File: config.mk
export PLATFORM = sky130hd
export DESIGN_NAME = harness_ctrl
export DESIGN_NICKNAME = d
export VERILOG_FILES = /design/src/rtl/harness_ctrl.sv
export SDC_FILE = /design/constraint.sdc
export NUM_CORES = 1
export LEC_CHECK = 0
export CAP_MARGIN = 25
export CORE_ASPECT_RATIO = 1.2
export CORE_MARGIN = 2
export CORE_UTILIZATION = 30
export CTS_BUF_LIST = sky130_fd_sc_hd__clkbuf_8
export DETAILED_ROUTE_END_ITERATION = 16
export GPL_TIMING_DRIVEN = 0
export SLEW_MARGIN = 15
export SYNTH_ARGS = -nofsm -noshare
export SYNTH_HDL_FRONTEND = slang
export SYNTH_SLANG_ARGS = --single-unit
File: constraint.sdc
create_clock -name clock -period 3.3 [get_ports clock]
set_input_delay 0.825 -clock clock [delete_from_list [all_inputs] [get_ports clock]]
set_output_delay 0.825 -clock clock [all_outputs]
set_load 0.01 [all_outputs]
File: src/rtl/harness_ctrl.sv
// Test harness controller: sequences DUT reset, watches tohost
// channels for a verdict and forwards host words as fromhost strobes.
module harness_ctrl #(
  parameter int CHANNELS     = 1,
  parameter int XLEN         = 32,
  parameter int RESET_CYCLES = 5,
  parameter int TIMEOUT      = 1000000,
  parameter int CNT_W        = 32
) (
  input  logic                     clock,
  input  logic                     reset,
  input  logic [CHANNELS*XLEN-1:0] tohost,
  input  logic                     host_valid,
  input  logic [XLEN-1:0]          host_data,
  output logic                     host_ready,
  output logic                     dut_reset,
  output logic                     fromhost_valid,
  output logic [XLEN-1:0]          fromhost_bits,
  output logic [CNT_W-1:0]         cycle_count,
  output logic                     done,
  output logic                     pass,
  output logic                     fail,
  output logic                     timed_out,
  output logic [2:0]               fail_channel,
  output logic [XLEN-1:0]          fail_code
);

  typedef enum logic [2:0] {
    S_RST,
    S_RUN,
    S_PASS,
    S_FAIL,
    S_TO
  } state_e;

  state_e              state_q, state_d;
  logic [CNT_W-1:0]    cnt_q, cnt_d;
  logic [CHANNELS-1:0] seen_q, seen_d;
  logic                fv_q, fv_d;
  logic [XLEN-1:0]     fb_q, fb_d;
  logic                done_q, done_d;
  logic                pass_q, pass_d;
  logic                fail_q, fail_d;
  logic                to_q, to_d;
  logic [2:0]          fch_q, fch_d;
  logic [XLEN-1:0]     fcode_q, fcode_d;

  logic [CHANNELS-1:0] hit;
  logic [CHANNELS-1:0] bad;
  logic [2:0]          lo_ch;
  logic [XLEN-1:0]     lo_code;
  logic                all_hit;

  always_comb begin
    hit     = '0;
    bad     = '0;
    lo_ch   = '0;
    lo_code = '0;
    for (int i = 0; i < CHANNELS; i++) begin
      hit[i] = tohost[i*XLEN +: XLEN] == XLEN'(1);
      bad[i] = tohost[i*XLEN +: XLEN] >  XLEN'(1);
    end
    // Descending scan so the lowest failing index wins.
    for (int i = CHANNELS-1; i >= 0; i--) begin
      if (bad[i]) begin
        lo_ch   = 3'(i);
        lo_code = tohost[i*XLEN +: XLEN];
      end
    end
    all_hit = &(seen_q | hit);
  end

  always_comb begin
    state_d = state_q;
    seen_d  = seen_q;
    fch_d   = fch_q;
    fcode_d = fcode_q;
    cnt_d   = (cnt_q == '1) ? cnt_q : cnt_q + 1'b1;
    unique case (state_q)
      S_RST: begin
        if (cnt_q == CNT_W'(RESET_CYCLES-1))
          state_d = S_RUN;
      end
      S_RUN: begin
        seen_d = seen_q | hit;
        if (|bad) begin
          state_d = S_FAIL;
          fch_d   = lo_ch;
          fcode_d = lo_code;
        end else if (all_hit) begin
          state_d = S_PASS;
        end else if (cnt_q >= CNT_W'(TIMEOUT)) begin
          state_d = S_TO;
        end
      end
      default: ;
    endcase

    // A word accepted on the edge that leaves RUN is dropped.
    fv_d = 1'b0;
    fb_d = fb_q;
    if (host_valid && host_ready && state_d == S_RUN) begin
      fv_d = 1'b1;
      fb_d = host_data;
    end

    pass_d = state_d == S_PASS;
    fail_d = state_d == S_FAIL;
    to_d   = state_d == S_TO;
    done_d = pass_d | fail_d | to_d;
  end

  always_ff @(posedge clock or negedge reset) begin
    if (!reset) begin
      state_q <= S_RST;
      cnt_q   <= '0;
      seen_q  <= '0;
      fv_q    <= 1'b0;
      fb_q    <= '0;
      done_q  <= 1'b0;
      pass_q  <= 1'b0;
      fail_q  <= 1'b0;
      to_q    <= 1'b0;
      fch_q   <= '0;
      fcode_q <= '0;
    end else begin
      state_q <= state_d;
      cnt_q   <= cnt_d;
      seen_q  <= seen_d;
      fv_q    <= fv_d;
      fb_q    <= fb_d;
      done_q  <= done_d;
      pass_q  <= pass_d;
      fail_q  <= fail_d;
      to_q    <= to_d;
      fch_q   <= fch_d;
      fcode_q <= fcode_d;
    end
  end

  assign host_ready     = (state_q == S_RUN) && !fv_q;
  assign dut_reset      = state_q == S_RST;
  assign fromhost_valid = fv_q;
  assign fromhost_bits  = fb_q;
  assign cycle_count    = cnt_q;
  assign done           = done_q;
  assign pass           = pass_q;
  assign fail           = fail_q;
  assign timed_out      = to_q;
  assign fail_channel   = fch_q;
  assign fail_code      = fcode_q;

endmodule

* Word-level counts from Yosys, hierarchy flattened
Cells that the tools add are included.
Cells by class: magnitude comparators 2, add/sub/neg operators 1, equality and inequality tests 8, muxes and demuxes 6, reductions and logical operators 6, bitwise gates (word level) 3
Operators by type and width (count):
- 32-bit by 1-bit adder with 32-bit output, second input constant | 1
- 32-bit by 1-bit == test with 1-bit output, second input constant | 1
- 32-bit by 3-bit == test with 1-bit output, second input constant | 1
- 32-bit == test, second input constant | 1
- 32-bit by 20-bit >= comparator with 1-bit output, second input constant | 1
- 32-bit by 1-bit > comparator with 1-bit output, second input constant | 1
- 3-bit two-way mux | 4
- 3-bit by 1-bit == test with 1-bit output, second input constant | 2
- 3-bit by 2-bit == test with 1-bit output, second input constant | 2
- 3-bit case mux with 2 select lines | 1
- 3-bit == test, second input constant | 1
- 1-bit logical AND | 3
- 3-bit zero test | 1
- 1-bit OR | 3
- 2-bit AND reduction | 1
- 1-bit zero test | 1
- 1-bit two-way mux | 1
Storage, ports and cells: register bits 105, word-level logic and storage cells 36, bits of input ports 67

* Logic depth before layout (Yosys ltp)
depth in word-level cells 8, mapped depth 8, gate-level depth less buffers 7

* Worst setup path after synthesis
Ideal clock, no wire load.
kind in2reg, start in tohost[23], end reg fb_q[10], in the netlist fromhost_bits[10], path buffers 1, arrival 2508 ps, stages 7, setup slack 667 ps, cells stage by stage nor4_1 -> nand4_1 -> o41ai_1 -> o31ai_1 -> o21ai_4 -> buf_6 -> mux2_4
Between the ends: cells in the longest elaborated chain, start to end 7
RTL lines:
- from (decl) | line 12 | input logic [CHANNELS*XLEN-1:0] tohost,
- branches (longest 3 deep; another with 32-bit by 1-bit > comparator with 1-bit output)
- 3-bit two-way mux (*) | line 86 | if (|bad) begin
- 3-bit case mux with 2 select lines (*) | line 79 | unique case (state_q)
- 3-bit by 1-bit == test with 1-bit output (*) | line 102 | if (host_valid && host_ready && state_d == S_RUN) begin
- 1-bit logical AND (*) | line 102
- to (signal assigned) | line 119 | fb_q <= '0;
- to (signal assigned) | line 131 | fb_q <= fb_d;
- to (decl) | line 40 | logic [XLEN-1:0] fb_q, fb_d;
Every way passes the cells marked *. A chain may end at the register's enable or synchronous reset.

* Worst setup path after layout
start in tohost[3], end reg fb_q[29], in the netlist fromhost_bits[29]
The elaborated chain is that of the path after synthesis.

==> impl_metrics.json <==
{
  "outcome": "completed",
  "numCtsBuffers": 9,
  "ys_seq_elements": 105,
  "clk_latency_ns": 0.39,
  "finalHoldViolCount": 0,
  "grt_usage_pct": 14.4,
  "overflow": 0,
  "synth_top_area_cell": "dfrtp_1",
  "fp-row-count": 49,
  "ioPinCount": 173,
  "synth_cells": 334,
  "synth_common_cells": "dfrtp_1 (105), mux2_2 (37), mux2_4 (29)",
  "grt_util_met1_pct": 17.5,
  "antenna_found_initial": 0,
  "drv_slew": 0,
  "chipHeight_um": 139,
  "drt-vias-per-instance": 4.53,
  "fill_cells": 1412,
  "hpwl_um": 8450,
  "wire_per_inst_um": 15.7,
  "peakVddDrop_mv": 0.156,
  "grt_max_degree": 62,
  "setup_tns_ns": 0,
  "powerDensity_nw_per_um2": 357,
  "synth_area_sq_um": 4550,
  "rsz0062_at_grt": "no",
  "synth_cell_type_count": 41,
  "drv_cap": 0,
  "clock_skew_ns": 0.0161,
  "synth.yosys.seq_area_share_pct": 57.8,
  "synthTopCellsByArea": "dfrtp_1 (58%), mux2_4 (9.6%), mux2_2 (9.2%), xnor2_1 (4.6%), nor4_1 (1.8%)",
  "yosys.area.top_type_share_pct": 57.8,
  "path_class": "in -> reg",
  "critPathRequiredTime_ns": 3.57,
  "layout.nets": 586,
  "postRouteAntennaNets": 0,
  "p_total_mw": 2.40,
  "yosysMostFrequentCell": "dfrtp_1",
  "drc": 0,
  "drive_above_1_share_pct": 18.8,
  "cts_max_level": 3,
  "clock_sinks": 105,
  "ys_async_sr_fraction_pct": 100,
  "max_freq_ghz": 0.324,
  "met2_usage_pct": 24.2,
  "grt_pass1_vias": 3425,
  "holdCritPathClass": "in -> async",
  "gp_congestion": 0.764,
  "multi_input_area_sq_um": 1820,
  "grt_pass1_wl_um": 17900,
  "antennaDiodeCount": 0,
  "clockBufferDepth": 2,
  "pre_cts_ws_ns": -0.278,
  "clk_pin_slew_ns": 0.11,
  "io_buffers": 169,
  "cts_tree": "done",
  "ys_dominant_reg_cell": "dfrtp_1",
  "area_growth_pct": 47.8,
  "crit_path_end_kind": "flip-flop",
  "wl_um": 11400,
  "fin_crit_sh_pct": 93.6,
  "dr.first_iter.drc_count": 172,
  "synth-edff-count": 0,
  "syn_area_per_cell_sq_um": 13.6,
  "initial_core_util_pct": 30.5,
  "cp-start-kind": "input port",
  "max_slew.worst_pin.slew_ns": 0.809,
  "p_leak_nw": 2.88,
  "maxSlewHeadroom_pct": 45.5,
  "fp.coreArea_sq_um": 14900,
  "crit_arrival_ns": 3.36,
  "first_pass_iters": 4,
  "ctsResizeCount": 0,
  "dieArea_sq_um": 16200,
  "postCtsHoldBufs": 0,
  "period_needed_ns": 3.09,
  "timing.hold.ws_ns": 0.350,
  "ys_warn_count": 0,
  "setup_viol": 0,
  "cts_root_buffer": "clkbuf_8",
  "num_vias": 3290,
  "grt_busiest_layer": "met2",
  "die_width_um": 116,
  "regArea_sq_um": 2630,
  "cp_max_fo": 10,
  "postCtsSetupBuffers": 0,
  "grt_use_met3_pct": 3.15,
  "timing.final.ws_setup_ns": 0.212
}
[worst max-delay path, cell delays in order]
cell and delay [ns]:
clkdlybuf4s50_1 0.42, nor4_1 0.41, nand4_1 0.28, o41ai_1 0.33, o31ai_1 0.24, o21ai_4 0.32, buf_6 0.22, mux2_4 0.31
[sequential cells by signal (all words and copies together), names as in the netlist]
register        count
cycle_count        32
fail_code          32
fromhost_bits      32
state_q             3
done                1
fail                1
fromhost_valid      1
pass                1
seen_q              1
timed_out           1
[per-stage QoR]
| stage | instances | util, % | area, sq um |
|---|---|---|---|
| global placement | 709 | 43.6 | 6500 |
| CTS | 726 | 45.1 | 6720 |
| floorplan | 336 | - | 4550 |
| finish | 726 | 45.1 | 6720 |
| global route | 726 | 45.1 | 6720 |
| detailed placement | 710 | 43.8 | 6530 |
[logic make-up (layout without fill, tap and decap cells)]
| family | after synthesis | in the layout | share of synthesized area, % |
|---|---|---|---|
| flip-flops | 105 | 105 | 57.8 |
| multiplexers | 66 | 66 | 18.7 |
| buffers and inverters | 18 | 204 | 2.23 |
| AO/OA/AOI/OAI | 13 | 13 | 2.78 |
| XOR/XNOR | 29 | 29 | 5.59 |
| adder cells (fa/ha/maj) | 2 | 2 | 0.550 |
| AND/OR/NAND/NOR | 100 | 100 | 12.2 |
| other | 1 | 3 | 0.0825 |
[worst paths after layout]
path | start | to | slack (ns) | cells after the start
setup reg to reg | cycle_count[12] | fromhost_bits[29] | 0.63 | 7
setup / recovery | tohost[3] | fromhost_bits[29] | 0.21 | 8
min in group clock | seen_q | seen_q | 0.50 | 1
hold reg to reg | seen_q | seen_q | 0.50 | 1
max in group asynchronous | reset | cycle_count[29] | 2.28 | 2
hold / removal | reset | fail_code[3] | 0.35 | 1
[placed cells by master, fill, tap and decap left out, types with 4 or more instances in the layout]
master and n:
nand4_1 11, nand3_1 14, and3_1 6, inv_1 7, nand2_1 18, nor4_1 13
xnor2_1 24, mux2_2 37, clkdlybuf4s50_1 168, nor2_1 15, and4_1 5, clkbuf_1 5
dfrtp_1 105, clkbuf_8 10, buf_6 4, mux2_4 29, xor2_1 5
[where the power goes]
part,switching (mW),internal [mW],total (mW)
Clock,0.477,0.303,0.780
Combinational,0.0952,0.180,0.275
Sequential,0.0201,1.33,1.35
Total,0.592,1.81,2.40
[metal layers]
layer  share of wire (%)  vias to the layer above
li1                    -                     1552
met1                  42                     1632
met2                  50                       94
met3                 5.5                       12
met4                 1.8                        0
met5                   0                        -
[area by class of cell]
cell class / count / share of cell area, %
tap: 204 / 3.80
timing repair buffer: 170 / 25.6
multi-input combinational: 213 / 27.2
buffer: 11 / 1.12
sequential: 105 / 39.1
inverter: 7 / 0.391
clock inverter: 6 / 0.745
clock buffer: 10 / 2.05
No activity file was read; power rests on OpenSTA's default activity.
